### src/rtl/alu_pkg.sv
// Shared constants for the ALU issue controller: opcodes, flag bit positions, FSM encoding.
package alu_pkg;

    localparam logic [3:0] OP_ADD = 4'b0000;
    localparam logic [3:0] OP_SUB = 4'b0001;
    localparam logic [3:0] OP_INC = 4'b0010;
    localparam logic [3:0] OP_DEC = 4'b0011;
    localparam logic [3:0] OP_AND = 4'b0100;
    localparam logic [3:0] OP_OR  = 4'b0101;
    localparam logic [3:0] OP_XOR = 4'b0110;
    localparam logic [3:0] OP_NOT = 4'b0111;
    localparam logic [3:0] OP_SHL = 4'b1000;
    localparam logic [3:0] OP_SHR = 4'b1001;
    localparam logic [3:0] OP_ROL = 4'b1010;
    localparam logic [3:0] OP_ROR = 4'b1011;
    localparam logic [3:0] OP_CMP = 4'b1100;
    localparam logic [3:0] OP_PSA = 4'b1101;
    localparam logic [3:0] OP_PSB = 4'b1110;
    localparam logic [3:0] OP_NOP = 4'b1111;

    localparam int unsigned FLAG_W        = 8;
    localparam int unsigned FLAG_ZERO     = 0;
    localparam int unsigned FLAG_CARRY    = 1;
    localparam int unsigned FLAG_OVERFLOW = 2;
    localparam int unsigned FLAG_SIGN     = 3;
    localparam int unsigned FLAG_PARITY   = 4;
    localparam int unsigned FLAG_GT       = 5;
    localparam int unsigned FLAG_LT       = 6;
    localparam int unsigned FLAG_EQ       = 7;

    localparam logic [1:0] ST_IDLE = 2'd0;
    localparam logic [1:0] ST_EXEC = 2'd1;
    localparam logic [1:0] ST_RESP = 2'd2;

    // Width of one buffered request {opcode, a, b}.
    function automatic int unsigned req_width(int unsigned n);
        return 4 + 2 * n;
    endfunction

endpackage

### src/rtl/alu_issue_ctrl_if.sv
// Request and response channels of the ALU issue controller.
interface alu_issue_ctrl_if #(
    parameter int unsigned N = 8
) ();
    import alu_pkg::*;

    logic              req_valid;
    logic              req_ready;
    logic [3:0]        req_opcode;
    logic [N-1:0]      req_a;
    logic [N-1:0]      req_b;

    logic              rsp_valid;
    logic              rsp_ready;
    logic [3:0]        rsp_opcode;
    logic [N-1:0]      rsp_out;
    logic [FLAG_W-1:0] rsp_flags;

    // Command source / result consumer side.
    modport master (
        output req_valid, req_opcode, req_a, req_b,
        input  req_ready,
        input  rsp_valid, rsp_opcode, rsp_out, rsp_flags,
        output rsp_ready
    );

    // Controller side.
    modport slave (
        input  req_valid, req_opcode, req_a, req_b,
        output req_ready,
        output rsp_valid, rsp_opcode, rsp_out, rsp_flags,
        input  rsp_ready
    );

endinterface

### src/rtl/alu_req_fifo.sv
// Synchronous request FIFO; extra pointer MSB distinguishes full from empty.
module alu_req_fifo #(
    parameter int unsigned WIDTH = 20,
    parameter int unsigned DEPTH = 4
) (
    input  logic             clk,
    input  logic             rst,
    input  logic             push_i,
    input  logic [WIDTH-1:0] wdata_i,
    input  logic             pop_i,
    output logic [WIDTH-1:0] rdata_o,
    output logic             full_o,
    output logic             empty_o
);
    localparam int unsigned AW = $clog2(DEPTH);

    logic [AW:0]      wr_ptr_q, rd_ptr_q;
    logic [WIDTH-1:0] mem_q [DEPTH];
    logic             do_push, do_pop;

    assign empty_o = (wr_ptr_q == rd_ptr_q);
    assign full_o  = (wr_ptr_q[AW] != rd_ptr_q[AW]) &&
                     (wr_ptr_q[AW-1:0] == rd_ptr_q[AW-1:0]);
    // A pop never frees space for a push in the same cycle.
    assign do_push = push_i && !full_o;
    assign do_pop  = pop_i && !empty_o;
    assign rdata_o = mem_q[rd_ptr_q[AW-1:0]];

    always_ff @(posedge clk or posedge rst) begin
        if (rst) begin
            wr_ptr_q <= '0;
            rd_ptr_q <= '0;
        end else begin
            if (do_push) wr_ptr_q <= wr_ptr_q + {{AW{1'b0}}, 1'b1};
            if (do_pop)  rd_ptr_q <= rd_ptr_q + {{AW{1'b0}}, 1'b1};
        end
    end

    always_ff @(posedge clk) begin
        if (do_push) mem_q[wr_ptr_q[AW-1:0]] <= wdata_i;
    end

endmodule

### src/rtl/alu_issue_ctrl.sv
// Sequencing front-end for an external combinational ALU: queue, drive, settle, capture.
// Optional build macro ALU_ISSUE_STICKY_FLAGS_EN adds sticky overflow/carry flags.
module alu_issue_ctrl
    import alu_pkg::*;
#(
    parameter int unsigned N      = 8,
    parameter int unsigned DEPTH  = 4,
    parameter int unsigned SETTLE = 1,
    parameter int unsigned CNT_W  = 16
) (
    input  logic              clk,
    input  logic              rst,
    alu_issue_ctrl_if.slave   bus,
    output logic [3:0]        alu_opcode_o,
    output logic [N-1:0]      alu_a_o,
    output logic [N-1:0]      alu_b_o,
    input  logic [N-1:0]      alu_out_i,
    input  logic [FLAG_W-1:0] alu_flags_i,
    output logic              busy_o,
    output logic [CNT_W-1:0]  op_count_o
`ifdef ALU_ISSUE_STICKY_FLAGS_EN
    ,
    input  logic              sticky_clr_i,
    output logic [1:0]        sticky_flags_o
`endif
);
    localparam int unsigned REQ_W     = req_width(N);
    localparam logic [3:0]  SETTLE_M1 = 4'(SETTLE - 1);

    logic [REQ_W-1:0] head;
    logic             full, empty, pop;
    logic [3:0]       head_op;
    logic [N-1:0]     head_a, head_b;

    logic [1:0]        state_q, state_d;
    logic [3:0]        cnt_q, cnt_d;
    logic [3:0]        alu_op_q, alu_op_d;
    logic [N-1:0]      alu_a_q, alu_a_d, alu_b_q, alu_b_d;
    logic              rsp_valid_q, rsp_valid_d;
    logic [3:0]        rsp_op_q, rsp_op_d;
    logic [N-1:0]      rsp_out_q, rsp_out_d;
    logic [FLAG_W-1:0] rsp_flags_q, rsp_flags_d;
    logic [CNT_W-1:0]  op_count_q, op_count_d;
    logic              capture, handshake, dispatch;

    alu_req_fifo #(
        .WIDTH (REQ_W),
        .DEPTH (DEPTH)
    ) u_fifo (
        .clk     (clk),
        .rst     (rst),
        .push_i  (bus.req_valid),
        .wdata_i ({bus.req_opcode, bus.req_a, bus.req_b}),
        .pop_i   (pop),
        .rdata_o (head),
        .full_o  (full),
        .empty_o (empty)
    );

    assign head_op = head[REQ_W-1 -: 4];
    assign head_a  = head[2*N-1:N];
    assign head_b  = head[N-1:0];

    assign handshake = rsp_valid_q && bus.rsp_ready;

    always_comb begin
        state_d     = state_q;
        cnt_d       = cnt_q;
        alu_op_d    = alu_op_q;
        alu_a_d     = alu_a_q;
        alu_b_d     = alu_b_q;
        rsp_valid_d = rsp_valid_q;
        rsp_op_d    = rsp_op_q;
        rsp_out_d   = rsp_out_q;
        rsp_flags_d = rsp_flags_q;
        op_count_d  = op_count_q;
        pop         = 1'b0;
        capture     = 1'b0;
        dispatch    = 1'b0;

        unique case (state_q)
            ST_IDLE: dispatch = 1'b1;
            ST_EXEC: begin
                if (cnt_q == SETTLE_M1) begin
                    capture = 1'b1;
                    state_d = ST_RESP;
                end else begin
                    cnt_d = cnt_q + 4'd1;
                end
            end
            ST_RESP: dispatch = handshake;
            default: state_d = ST_IDLE;
        endcase

        // NOPs are dropped here and never reach the ALU or the response path.
        if (dispatch) begin
            if (empty) begin
                state_d = ST_IDLE;
            end else begin
                pop = 1'b1;
                if (head_op == OP_NOP) begin
                    state_d = ST_IDLE;
                end else begin
                    alu_op_d = head_op;
                    alu_a_d  = head_a;
                    alu_b_d  = head_b;
                    cnt_d    = 4'd0;
                    state_d  = ST_EXEC;
                end
            end
        end

        if (handshake) begin
            rsp_valid_d = 1'b0;
            op_count_d  = op_count_q + {{(CNT_W-1){1'b0}}, 1'b1};
        end

        if (capture) begin
            rsp_valid_d = 1'b1;
            rsp_op_d    = alu_op_q;
            rsp_out_d   = alu_out_i;
            rsp_flags_d = alu_flags_i;
        end
    end

    always_ff @(posedge clk or posedge rst) begin
        if (rst) begin
            state_q     <= ST_IDLE;
            cnt_q       <= '0;
            alu_op_q    <= OP_NOP;
            alu_a_q     <= '0;
            alu_b_q     <= '0;
            rsp_valid_q <= 1'b0;
            rsp_op_q    <= '0;
            rsp_out_q   <= '0;
            rsp_flags_q <= '0;
            op_count_q  <= '0;
        end else begin
            state_q     <= state_d;
            cnt_q       <= cnt_d;
            alu_op_q    <= alu_op_d;
            alu_a_q     <= alu_a_d;
            alu_b_q     <= alu_b_d;
            rsp_valid_q <= rsp_valid_d;
            rsp_op_q    <= rsp_op_d;
            rsp_out_q   <= rsp_out_d;
            rsp_flags_q <= rsp_flags_d;
            op_count_q  <= op_count_d;
        end
    end

    assign bus.req_ready  = !full;
    assign bus.rsp_valid  = rsp_valid_q;
    assign bus.rsp_opcode = rsp_op_q;
    assign bus.rsp_out    = rsp_out_q;
    assign bus.rsp_flags  = rsp_flags_q;
    assign alu_opcode_o   = alu_op_q;
    assign alu_a_o        = alu_a_q;
    assign alu_b_o        = alu_b_q;
    assign op_count_o     = op_count_q;
    assign busy_o         = (state_q != ST_IDLE) || !empty;

`ifdef ALU_ISSUE_STICKY_FLAGS_EN
    logic [1:0] sticky_q, sticky_d;

    // Clear first so a same-cycle capture still lands its flags.
    always_comb begin
        sticky_d = sticky_q;
        if (sticky_clr_i) sticky_d = 2'b00;
        if (capture) sticky_d = sticky_d | {alu_flags_i[FLAG_OVERFLOW], alu_flags_i[FLAG_CARRY]};
    end

    always_ff @(posedge clk or posedge rst) begin
        if (rst) sticky_q <= 2'b00;
        else     sticky_q <= sticky_d;
    end

    assign sticky_flags_o = sticky_q;
`endif

endmodule

### src/flat_wrapper.sv
// flat-port wrapper written by rule: the top's interface ports become plain ports
module alu_issue_ctrl_flat import alu_pkg::*;
#(
    parameter int unsigned N      = 8,
    parameter int unsigned DEPTH  = 4,
    parameter int unsigned SETTLE = 1,
    parameter int unsigned CNT_W  = 16
)
  (clk, rst, alu_opcode_o, alu_a_o, alu_b_o, alu_out_i, alu_flags_i, busy_o, op_count_o, bus_req_valid, bus_req_opcode, bus_req_a, bus_req_b, bus_req_ready, bus_rsp_valid, bus_rsp_opcode, bus_rsp_out, bus_rsp_flags, bus_rsp_ready);
  alu_issue_ctrl_if #(.N(N)) bus_i ();
  input  logic clk;
  input  logic rst;
  output logic [3:0] alu_opcode_o;
  output logic [N-1:0] alu_a_o;
  output logic [N-1:0] alu_b_o;
  input  logic [N-1:0] alu_out_i;
  input  logic [FLAG_W-1:0] alu_flags_i;
  output logic busy_o;
  output logic [CNT_W-1:0] op_count_o;
  input wire logic [$bits(bus_i.req_valid)-1:0] bus_req_valid;
  input wire logic [$bits(bus_i.req_opcode)-1:0] bus_req_opcode;
  input wire logic [$bits(bus_i.req_a)-1:0] bus_req_a;
  input wire logic [$bits(bus_i.req_b)-1:0] bus_req_b;
  output wire logic [$bits(bus_i.req_ready)-1:0] bus_req_ready;
  output wire logic [$bits(bus_i.rsp_valid)-1:0] bus_rsp_valid;
  output wire logic [$bits(bus_i.rsp_opcode)-1:0] bus_rsp_opcode;
  output wire logic [$bits(bus_i.rsp_out)-1:0] bus_rsp_out;
  output wire logic [$bits(bus_i.rsp_flags)-1:0] bus_rsp_flags;
  input wire logic [$bits(bus_i.rsp_ready)-1:0] bus_rsp_ready;
  assign bus_i.req_valid = bus_req_valid;
  assign bus_i.req_opcode = bus_req_opcode;
  assign bus_i.req_a = bus_req_a;
  assign bus_i.req_b = bus_req_b;
  assign bus_req_ready = bus_i.req_ready;
  assign bus_rsp_valid = bus_i.rsp_valid;
  assign bus_rsp_opcode = bus_i.rsp_opcode;
  assign bus_rsp_out = bus_i.rsp_out;
  assign bus_rsp_flags = bus_i.rsp_flags;
  assign bus_i.rsp_ready = bus_rsp_ready;
  alu_issue_ctrl #(.N(N), .DEPTH(DEPTH), .SETTLE(SETTLE), .CNT_W(CNT_W)) u_core (.clk(clk), .rst(rst), .bus(bus_i), .alu_opcode_o(alu_opcode_o), .alu_a_o(alu_a_o), .alu_b_o(alu_b_o), .alu_out_i(alu_out_i), .alu_flags_i(alu_flags_i), .busy_o(busy_o), .op_count_o(op_count_o));
endmodule
### config.mk
export PLATFORM = sky130hd
export DESIGN_NAME = alu_issue_ctrl_flat
export DESIGN_NICKNAME = d
export VERILOG_FILES = /design/src/rtl/alu_pkg.sv /design/src/rtl/alu_issue_ctrl_if.sv /design/src/rtl/alu_req_fifo.sv /design/src/rtl/alu_issue_ctrl.sv /design/src/flat_wrapper.sv
export SDC_FILE = /design/constraint.sdc
export NUM_CORES = 1
export LEC_CHECK = 0
export BUFFER_PORTS_ARGS = -buffer_cell sky130_fd_sc_hd__clkbuf_2
export CORE_MARGIN = 2
export CORE_UTILIZATION = 60
export DETAILED_ROUTE_END_ITERATION = 8
export PLACE_DENSITY_LB_ADDON = 0.08
export SYNTH_ARGS = -nofsm -noshare
export SYNTH_HDL_FRONTEND = slang
export SYNTH_SLANG_ARGS = --single-unit
### constraint.sdc
create_clock -name clk -period 4.6 [get_ports clk]
set_clock_uncertainty 0.15 [all_clocks]
set_input_delay 0.23 -clock clk [delete_from_list [all_inputs] [get_ports clk]]
set_output_delay 0.23 -clock clk [all_outputs]
set_load 0.02 [all_outputs]
==> qor.yml, run 1 <==
grt_start_max_net_pins: 51
synth_edf_count: 80
synth.net_count: 372
min_tclk_post_route_ns: 3.067
fp-row-count: 36
total_leakage_power_nw: 3.149
yosysSeqAreaShare_pct: 69.44
antenna_diode_count: 0
placement.io_buffers: 98
worst-setup-path-type: "reg2reg"
clk_pin_slew_ns: 0.06
finalMaxSlewViolations: 0
via_count_of_the_first_global_routing_pass: 3303
floorplan.core_area_mm2: 0.009684
via_count: 3267
worst_path_max_delay_cell: "sky130_fd_sc_hd__and2_1"
initial_core_util_pct: 61.47
drv.max_cap_violation_count: 0
slew_headroom_pct: 26.76
yosys_most_used_dff: "sky130_fd_sc_hd__edfxtp_1"
rsz0062_at_grt: "no"
worst-r2r-setup-slack_ns: 1.53
cts_max_path_buffers: 2
netlist_instances: 324
final_core_utilization_pct: 77.66
dieHeight_um: 103.6
die-width_um: 103.6
design.portCount: 99
cp.arrival_ns: 3.05
cts_hold_buffers: 39
report.final.setup_viol: 0
globalRoute.totalOverflow: 0
min_path_type: "in2async"
asyncSetResetFlopFracSynth_pct: 46.31
cts_made_buffers: 17
run_status: "finished, final reports clean"
dp_hpwl_um: 6282
post_cts_buffers: 0
placedInstanceArea_mm2: 0.006553
critical_path.max_stage_delay_ns: 0.94
synth_cell_type_count: 37
final_net_count: 522
seq_area_mm2: 0.004134
tritoncts_num_sinks: 149
multi_input_comb_area_mm2: 0.001702
timing.critical_path.from_type: "flop"
mappedNetlistArea_mm2: 0.005953
cp_data_required_time_ns: 4.58
worst_path_dominant_cell_family: "simple AND/OR/NAND/NOR gates"
post_cts_resized: 0
hold_violations: 0
drtIter0Drc: 212
critical_path.endpoint_type: "flop"
first_pass_iters: 4
crit_path_cell_trace: "xnor2_4 -> a31oi_1 -> and2_1"
die-area_mm2: 0.01074
cts_htree_levels: 4
globalRouteTotalUtil_pct: 20.41
post_drt_via_cell_ratio: 5.269
routed_wl_um: 10200
vdd_ir_drop_max_mv: 0.4553
post_route_cell_area_mm2: 0.007521
fmax_mhz: 326.0
powerDensity_mw_per_mm2: 711.2
tritoncts: "built"
critical_path_buf_inv_count: 0
min_period_over_period_pct: 66.68
yosys_warnings: 0
final.setup.tns_ns: 0
worst_pin_slew_ns: 1.099
drive_gt1_share_pct: 39.63
gp_congestion: 0.7506
grt_pass1_wl_um: 16550
critical_path.max_fanout: 21
synth.avg_cell_area_um2: 18.37
avgRoutedWirePerCell_um: 16.45
seq_cells_post_synth: 149
remaining_drc_errors: 0
initial_antenna_violation_count: 0
area_growth_pct: 26.33
ctsRootBufferMaster: "sky130_fd_sc_hd__clkbuf_8"
n_fill_cell: 557
clk_latency_ns: 0.52
drtAntennaViolNets: 0
## registers in the layout, summed over array words and instances, names as in the netlist
| name | cells |
|---|---|
| u_core.u_fifo.mem_q | 80 |
| u_core.bus.rsp_valid | 1 |
| u_core.alu_b_o | 8 |
| u_core.u_fifo.wr_ptr_q | 3 |
| u_core.state_q | 2 |
| u_core.alu_opcode_o | 4 |
| u_core.u_fifo.rd_ptr_q | 3 |
| u_core.bus.rsp_flags | 8 |
| u_core.bus.rsp_opcode | 4 |
| u_core.bus.rsp_out | 8 |
| u_core.alu_a_o | 8 |
| u_core.op_count_o | 16 |
| u_core.cnt_q | 4 |
## through the flow
stage | std cells | setup WS, ns | hold WS [ns] | power (mW)
6_report | 620 | 1.533 | 0.1074 | 5.349
5_1_grt | 620 | 1.302 | 0.1543 | 5.624
4_1_cts | 620 | 1.471 | 0.1131 | 5.410
3_5_place_dp | 549 | 1.477 | 0.09842 | 4.061
3_3_place_gp | 549 | 1.611 | 0.08688 | 3.998
2_1_floorplan | 324 | 2.290 | 0.1764 | 3.595
## layer usage
layer	vias up	share of wire, %	track usage (%)
li1	1528	-	-
met1	1623	42	26.08
met2	100	51	32.73
met3	16	4.7	5.286
met4	0	2.0	10.42
met5	-	0	0
## worst register-to-register path, stage by stage (launching register included)
cell                      delay [ns]
sky130_fd_sc_hd__dfrtp_1        0.92
sky130_fd_sc_hd__xnor2_4        0.19
sky130_fd_sc_hd__a31oi_1        0.47
sky130_fd_sc_hd__and2_1         0.94
## layout by cell type, fill, tap and decap left out, types with 2 or more instances in the layout
| master | n |
|---|---|
| sky130_fd_sc_hd__edfxtp_1 | 80 |
| sky130_fd_sc_hd__nand4_1 | 6 |
| sky130_fd_sc_hd__inv_4 | 3 |
| sky130_fd_sc_hd__ha_1 | 8 |
| sky130_fd_sc_hd__dfstp_2 | 4 |
| sky130_fd_sc_hd__xnor2_1 | 19 |
| sky130_fd_sc_hd__mux2_2 | 22 |
| sky130_fd_sc_hd__mux4_2 | 12 |
| sky130_fd_sc_hd__mux4_1 | 8 |
| sky130_fd_sc_hd__xor2_1 | 5 |
| sky130_fd_sc_hd__and2_1 | 5 |
| sky130_fd_sc_hd__clkbuf_2 | 98 |
| sky130_fd_sc_hd__nand3_1 | 6 |
| sky130_fd_sc_hd__clkinv_4 | 3 |
| sky130_fd_sc_hd__mux2_4 | 19 |
| sky130_fd_sc_hd__clkbuf_16 | 18 |
| sky130_fd_sc_hd__o21ai_0 | 4 |
| sky130_fd_sc_hd__nand2_1 | 11 |
| sky130_fd_sc_hd__inv_1 | 9 |
| sky130_fd_sc_hd__a21oi_1 | 7 |
| sky130_fd_sc_hd__dlygate4sd3_1 | 39 |
| sky130_fd_sc_hd__clkbuf_1 | 3 |
| sky130_fd_sc_hd__nor3_1 | 3 |
| sky130_fd_sc_hd__dfrtp_1 | 65 |
| sky130_fd_sc_hd__nor2b_1 | 2 |
| sky130_fd_sc_hd__nor2_1 | 7 |
| sky130_fd_sc_hd__clkbuf_8 | 2 |
| sky130_fd_sc_hd__buf_4 | 3 |
## area by class of cell
type	instances	area share (%)
Clock inverter	9	1.181
Multi-Input combinational cell	156	22.63
Tap cell	133	2.213
Sequential cell	149	54.97
Timing Repair Buffer	140	12.01
Clock buffer	23	6.505
Inverter	10	0.4991
## cell families (layout without fill, tap and decap cells)
| family | count (synthesis) | in the layout | synth area share, % |
|---|---|---|---|
| and+or+nand+nor | 47 | 47 | 4.120 |
| buffers and inverters | 19 | 182 | 1.976 |
| xor gates and xnor gates | 25 | 25 | 3.993 |
| adders and majority gates | 8 | 8 | 1.681 |
| DFF | 149 | 149 | 69.44 |
| AOI/OAI and AO/OA | 14 | 14 | 1.597 |
| muxes | 62 | 62 | 17.19 |
## cells in the mapped netlist (6+ instances only)
cell type	n	area [um2]
sky130_fd_sc_hd__nor2_1	7	26.28
sky130_fd_sc_hd__xnor2_1	19	166.4
sky130_fd_sc_hd__edfxtp_1	80	2402
sky130_fd_sc_hd__mux4_2	12	270.3
sky130_fd_sc_hd__dfrtp_1	65	1627
sky130_fd_sc_hd__nand2_1	11	41.29
sky130_fd_sc_hd__mux2_2	22	247.7
sky130_fd_sc_hd__a21oi_1	7	35.03
sky130_fd_sc_hd__inv_1	10	37.54
sky130_fd_sc_hd__mux2_4	19	285.3
sky130_fd_sc_hd__nand3_1	6	30.03
sky130_fd_sc_hd__nand4_1	6	37.54
sky130_fd_sc_hd__ha_1	8	100.1
sky130_fd_sc_hd__mux4_1	8	210.2
## worst paths after layout
kind,start,to,depth (start not counted)
min in group clk,bus_req_b[7],u_core.u_fifo.mem_q[2][7],2
min reg2reg,u_core.op_count_o[15],u_core.op_count_o[15],1
max reg2reg,u_core.u_fifo.rd_ptr_q[0],u_core.u_fifo.mem_q[3][2],3
max in group asynchronous,rst,u_core.alu_a_o[7],4
max,u_core.u_fifo.rd_ptr_q[0],u_core.u_fifo.mem_q[3][2],3
min,rst,u_core.alu_a_o[2],3
## report_power, final
part	total, mW	switching (mW)	internal, mW
registers	2.13	0.257	1.87
logic	1.91	0.973	0.938
clock network	1.31	0.510	0.801
total	5.35	1.74	3.61
Power figures use the tool's default switching activity.
==> inputs of run 2 (changes only) <==
- CORE_UTILIZATION: 60 -> 50
- clock period: 4.6 -> 2.5 ns (I/O delays scaled with it)
==> qor.yml, run 2 (synthesis gave the netlist of run 1 again) <==
initial_antenna_violation_count: 0
grt_use_met3_pct: 5.945
tritoncts_num_sinks: 149
placedCellCount: 576
cts_max_path_buffers: 2
final_net_count: 538
min_period_over_period_pct: 92.92
fp-row-count: 39
min_path_type: "in2reg"
fmax_mhz: 430.5
slew_headroom_pct: 57.07
violations_in_the_final_reports: "DRC"
cp.arrival_ns: 2.47
dp_hpwl_um: 6919
mostFrequentLayoutCell: "sky130_fd_sc_hd__clkbuf_2"
placement.io_buffers: 98
met2_usage_pct: 28.30
critical_path.max_fanout: 9
drv.max_cap_violation_count: 0
critical_path.endpoint_type: "flop"
die-width_um: 113.1
first_pass_iters: 6
report.final.setup_viol: 0
min_tclk_post_route_ns: 2.323
final_critical_path_setup_slack_ns: 0.1770
cts_made_buffers: 17
tritoncts: "built"
design_power_total_mw: 10.10
p_seq_share_pct: 38.5
timing.critical_path.from_type: "flop"
initial_core_util_pct: 51.69
net-switching-power_mw: 3.363
worst_pin_slew_ns: 0.6390
worst-setup-path-type: "reg2reg"
dieHeight_um: 113.1
via_count: 3246
drive_gt1_share_pct: 42.54
grt.met1_usage_pct: 22.97
holdCritStartpoint: "bus_req_valid"
cts_hold_buffers: 38
globalRouteTotalUtil_pct: 17.90
total_leakage_power_nw: 3.239
post_drt_via_cell_ratio: 5.025
drtAntennaViolNets: 0
antenna_diode_count: 0
post_cts_resized: 0
grt_start_max_net_pins: 70
die-area_mm2: 0.01280
cp_data_required_time_ns: 2.65
internal_power_mw: 6.737
globalRoute.totalOverflow: 0
regToRegStartpoint: "u_core.u_fifo.rd_ptr_q[0]"
dp_slack_ns: 0.1760
area_growth_pct: 29.15
vdd_ir_drop_max_mv: 0.7012
switching_part_of_the_total_pct: 33.30
final_core_utilization_pct: 66.76
via_count_of_the_first_global_routing_pass: 3417
drtIter0Drc: 223
floorplan.core_area_mm2: 0.01152
clk_latency_ns: 0.42
finalMaxSlewViolations: 0
hold_violations: 0
post_cts_buffers: 0
worst-r2r-setup-slack_ns: 0.18
remaining_drc_errors: 10
crit_start: "u_core.u_fifo.rd_ptr_q[0]"
clk_pin_slew_ns: 0.06
gp_congestion: 0.7356
max_ffs_per_register: 80
mostFrequentLayoutCells: "sky130_fd_sc_hd__clkbuf_2, sky130_fd_sc_hd__edfxtp_1, sky130_fd_sc_hd__dfrtp_1, sky130_fd_sc_hd__dlygate4sd3_1, sky130_fd_sc_hd__mux2_2"
routed_wl_um: 10430
globalRoute.busiestLayer: "met2"
cts_htree_levels: 4
avgRoutedWirePerCell_um: 16.15
relative_contribution_of_combinational_cells_to_total_power_pct: 37.2
ctsRootBufferMaster: "sky130_fd_sc_hd__clkbuf_16"
design.portCount: 99
run_status: "finished, violations left"
powerDensity_mw_per_mm2: 1314
portion_of_total_power_attributed_to_the_clock_network_pct: 24.3
final.setup.tns_ns: 0
layout.cells.non_filler: 646
grt_pass1_wl_um: 17080
rsz0062_at_grt: "no"
-- run 2: cell types whose count changed in the layout (fill, tap and decap cells not counted), moves of 2 or more --
cell | previous run | this run
sky130_fd_sc_hd__buf_4 | 3 | 18
sky130_fd_sc_hd__inv_4 | 3 | 0
sky130_fd_sc_hd__clkbuf_1 | 3 | 0
sky130_fd_sc_hd__inv_8 | 0 | 3
sky130_fd_sc_hd__inv_6 | 1 | 5
sky130_fd_sc_hd__clkbuf_8 | 2 | 0
sky130_fd_sc_hd__buf_12 | 0 | 2
-- run 2: path summary, 6_finish.rpt --
kind	end	depth (start not counted)
worst max-delay path	u_core.alu_b_o[4]	5
worst min-delay path	u_core.u_fifo.wr_ptr_q[0]	5
worst max register to register	u_core.alu_b_o[4]	5
worst min register to register	u_core.op_count_o[15]	1
max in group asynchronous	u_core.alu_opcode_o[3]	4
min in group asynchronous	u_core.alu_a_o[6]	4
-- run 2: power groups by stage --
stage / registers [mW] / logic, mW / clock network (mW)
finish: 3.88 / 3.76 / 2.46
global route: 3.98 / 4.08 / 2.64
CTS: 3.89 / 3.83 / 2.52
detailed placement: 3.93 / 3.79 / 0
global placement: 3.91 / 3.70 / 0
floorplan: 4.29 / 2.33 / 0
-- run 2: final cells by class --
| cell class | instances | area (um2) |
|---|---|---|
| Fill cell | 805 | 3827 |
| Timing Repair Buffer | 156 | 1046 |
| Inverter | 10 | 37.54 |
| Clock buffer | 17 | 425.4 |
| Multi-Input combinational cell | 156 | 1702 |
| Tap cell | 143 | 178.9 |
| Sequential cell | 149 | 4135 |
| Clock inverter | 15 | 163.9 |
-- run 2: worst max-delay path, cell delays in order (launching register included) --
cell and delay [ns]:
sky130_fd_sc_hd__dfrtp_2 0.51, sky130_fd_sc_hd__mux4_1 0.64, sky130_fd_sc_hd__nand4_2 0.18, sky130_fd_sc_hd__nand2_2 0.17, sky130_fd_sc_hd__buf_4 0.25, sky130_fd_sc_hd__mux2_4 0.30
-- run 2: per-stage QoR --
| step | hold WS [ns] | area (um2) |
|---|---|---|
| final | 0.08152 | 7689 |
| after global routing | 0.1349 | 7689 |
| after CTS | 0.06271 | 7689 |
| after detailed placement | 0.07267 | 6719 |
| after global placement | 0.06477 | 6719 |
| after floorplan | 0.07145 | 5953 |
-- run 2: layer usage --
| layer | up-vias | share of wire [%] |
|---|---|---|
| met3 | 15 | 5.3 |
| met2 | 86 | 49 |
| li1 | 1560 | - |
| met4 | 0 | 1.4 |
| met1 | 1585 | 45 |
| met5 | - | 0 |
==> inputs of run 3 (changes only) <==
- BUFFER_PORTS_ARGS: -buffer_cell sky130_fd_sc_hd__clkbuf_2 -> -buffer_cell sky130_fd_sc_hd__buf_2
- MAX_ROUTING_LAYER: default -> met4
==> qor.yml, run 3 (synthesis gave the netlist of run 1 again) <==
run_status: "finished, violations left"
violations_in_the_final_reports: "DRC"
critical_path.endpoint_type: "flop"
post_cts_resized: 0
tritoncts_num_sinks: 149
area_growth_pct: 29.45
n_fill_cell: 834
globalRoute.busiestLayer: "met2"
grt.met1_usage_pct: 23.29
worst_path_max_delay_cell: "sky130_fd_sc_hd__mux4_1"
grt_use_met3_pct: 4.339
via_count: 3302
worst_path_dominant_cell_family: "multiplexers"
critical_path_buf_inv_count: 1
initial_core_util_pct: 51.69
slew_headroom_pct: 55.39
rsz0062_at_grt: "no"
placement.io_buffers: 98
critical_path.max_stage_delay_ns: 0.64
crit_path_cell_trace: "mux4_1 -> nand4_2 -> nand2_2 -> buf_4 -> mux2_4"
initial_antenna_violation_count: 0
drtIter0Drc: 215
min_period_over_period_pct: 89.86
cp.arrival_ns: 2.39
design.portCount: 99
first_pass_iters: 6
grt_pass1_wl_um: 16760
remaining_drc_errors: 10
worst_pin_slew_ns: 0.6640
mostFrequentLayoutCell: "sky130_fd_sc_hd__buf_2"
drive_gt1_share_pct: 42.54
post_cts_buffers: 0
vdd_ir_drop_max_mv: 0.5904
max_ffs_per_register: 80
cp_data_required_time_ns: 2.65
finalMaxSlewViolations: 0
tritoncts: "built"
worst-setup-path-type: "reg2reg"
hold_violations: 0
met2_usage_pct: 27.82
cts_made_buffers: 17
final_net_count: 538
fp-row-count: 39
routed_wl_um: 10390
powerDensity_mw_per_mm2: 1330
report.final.setup_viol: 0
mostFrequentLayoutCells: "sky130_fd_sc_hd__buf_2, sky130_fd_sc_hd__edfxtp_1, sky130_fd_sc_hd__dfrtp_1, sky130_fd_sc_hd__dlygate4sd3_1, sky130_fd_sc_hd__mux2_2"
total_leakage_power_nw: 3.231
cts_htree_levels: 4
avgRoutedWirePerCell_um: 16.09
antenna_diode_count: 0
placedCellCount: 576
worst-r2r-setup-slack_ns: 0.25
critical_path.max_fanout: 13
fmax_mhz: 445.1
ctsRootBufferMaster: "sky130_fd_sc_hd__clkbuf_16"
cts_hold_buffers: 38
clk_latency_ns: 0.41
timing.critical_path.from_type: "flop"
regToRegStartpoint: "u_core.u_fifo.rd_ptr_q[0]"
gp_congestion: 0.7727
layout.cells.non_filler: 646
reg2regPathDepth: 5
globalRoute.totalOverflow: 0
worst_hold_path.endpoint: "u_core.u_fifo.wr_ptr_q[0]"
holdPathStages: 4
drv.max_cap_violation_count: 0
floorplan.core_area_mm2: 0.01152
post_drt_via_cell_ratio: 5.111
terminus_of_the_critical_flop_to_flop_path: "u_core.alu_a_o[7]"
min_tclk_post_route_ns: 2.247
die-area_mm2: 0.01280
drtAntennaViolNets: 0
holdCritStartpoint: "bus_req_valid"
clk_pin_slew_ns: 0.06
final_core_utilization_pct: 66.92
dp_hpwl_um: 6963
design_power_total_mw: 10.25
globalRouteTotalUtil_pct: 18.02
via_count_of_the_first_global_routing_pass: 3268
dieHeight_um: 113.1
die-width_um: 113.1
cts_max_path_buffers: 2
final.setup.tns_ns: 0
fin_worst_hold_slack_ns: 0.01407
min_path_type: "in2reg"
grt_start_max_net_pins: 36
==> run 3: cell count changes in the layout (fill, tap and decap cells not counted), sizes merged <==
cell      previous run  this run
bufinv               1         3
clkbuf             115        17
clkinvlp             0         2
inv                 18        17
buf                 20       118
clkinv               6         3
==> run 3: worst register-to-register path, cell delays in order, from the launching register on <==
cell                      delay, ns
sky130_fd_sc_hd__dfrtp_2       0.51
sky130_fd_sc_hd__mux4_1        0.64
sky130_fd_sc_hd__nand4_2       0.20
sky130_fd_sc_hd__nand2_2       0.08
sky130_fd_sc_hd__buf_4         0.23
sky130_fd_sc_hd__mux2_4        0.33
==> run 3: worst max-delay path by stage <==
stage | from | endpoint | depth (start not counted)
2_1_floorplan | u_core.u_fifo.rd_ptr_q[0] | u_core.u_fifo.mem_q[3][0] | 5
3_3_place_gp | u_core.u_fifo.rd_ptr_q[0] | u_core.alu_b_o[2] | 5
3_5_place_dp | u_core.u_fifo.rd_ptr_q[1] | u_core.u_fifo.mem_q[0][2] | 4
4_1_cts | u_core.u_fifo.rd_ptr_q[1] | u_core.u_fifo.mem_q[0][4] | 4
5_1_grt | u_core.u_fifo.rd_ptr_q[1] | u_core.u_fifo.mem_q[0][2] | 4
6_report | u_core.u_fifo.rd_ptr_q[0] | u_core.alu_a_o[7] | 5
==> run 3: power breakdown <==
part / switching [mW] / total [mW] / internal, mW
logic: 1.85 / 3.75 / 1.90
clock network: 1.02 / 2.62 / 1.60
registers: 0.448 / 3.88 / 3.43
total: 3.32 / 10.3 / 6.93
==> run 3: area by class of cell <==
type,count,area (um2),share of cell area [%]
Sequential cell,149,4135,53.66
Multi-Input combinational cell,156,1702,22.08
Timing Repair Buffer,156,1033,13.41
Clock buffer,17,425.4,5.520
Clock inverter,15,193.9,2.517
Tap cell,143,178.9,2.322
Inverter,10,37.54,0.4871
==> run 3: metrics by stage <==
step	worst slack [ns]	cell area, um2
after floorplan	0.1899	5953
after detailed placement	0.2328	6706
final	0.2535	7706
after global placement	0.3084	6706
after global routing	0.08759	7706
after CTS	0.2164	7706
==> run 3: layer usage <==
layer | vias to the layer above | routed length, um
li1 | 1564 | -
met1 | 1643 | 4741
met2 | 86 | 5040
met3 | 9 | 459
met4 | 0 | 149
met5 | - | 0
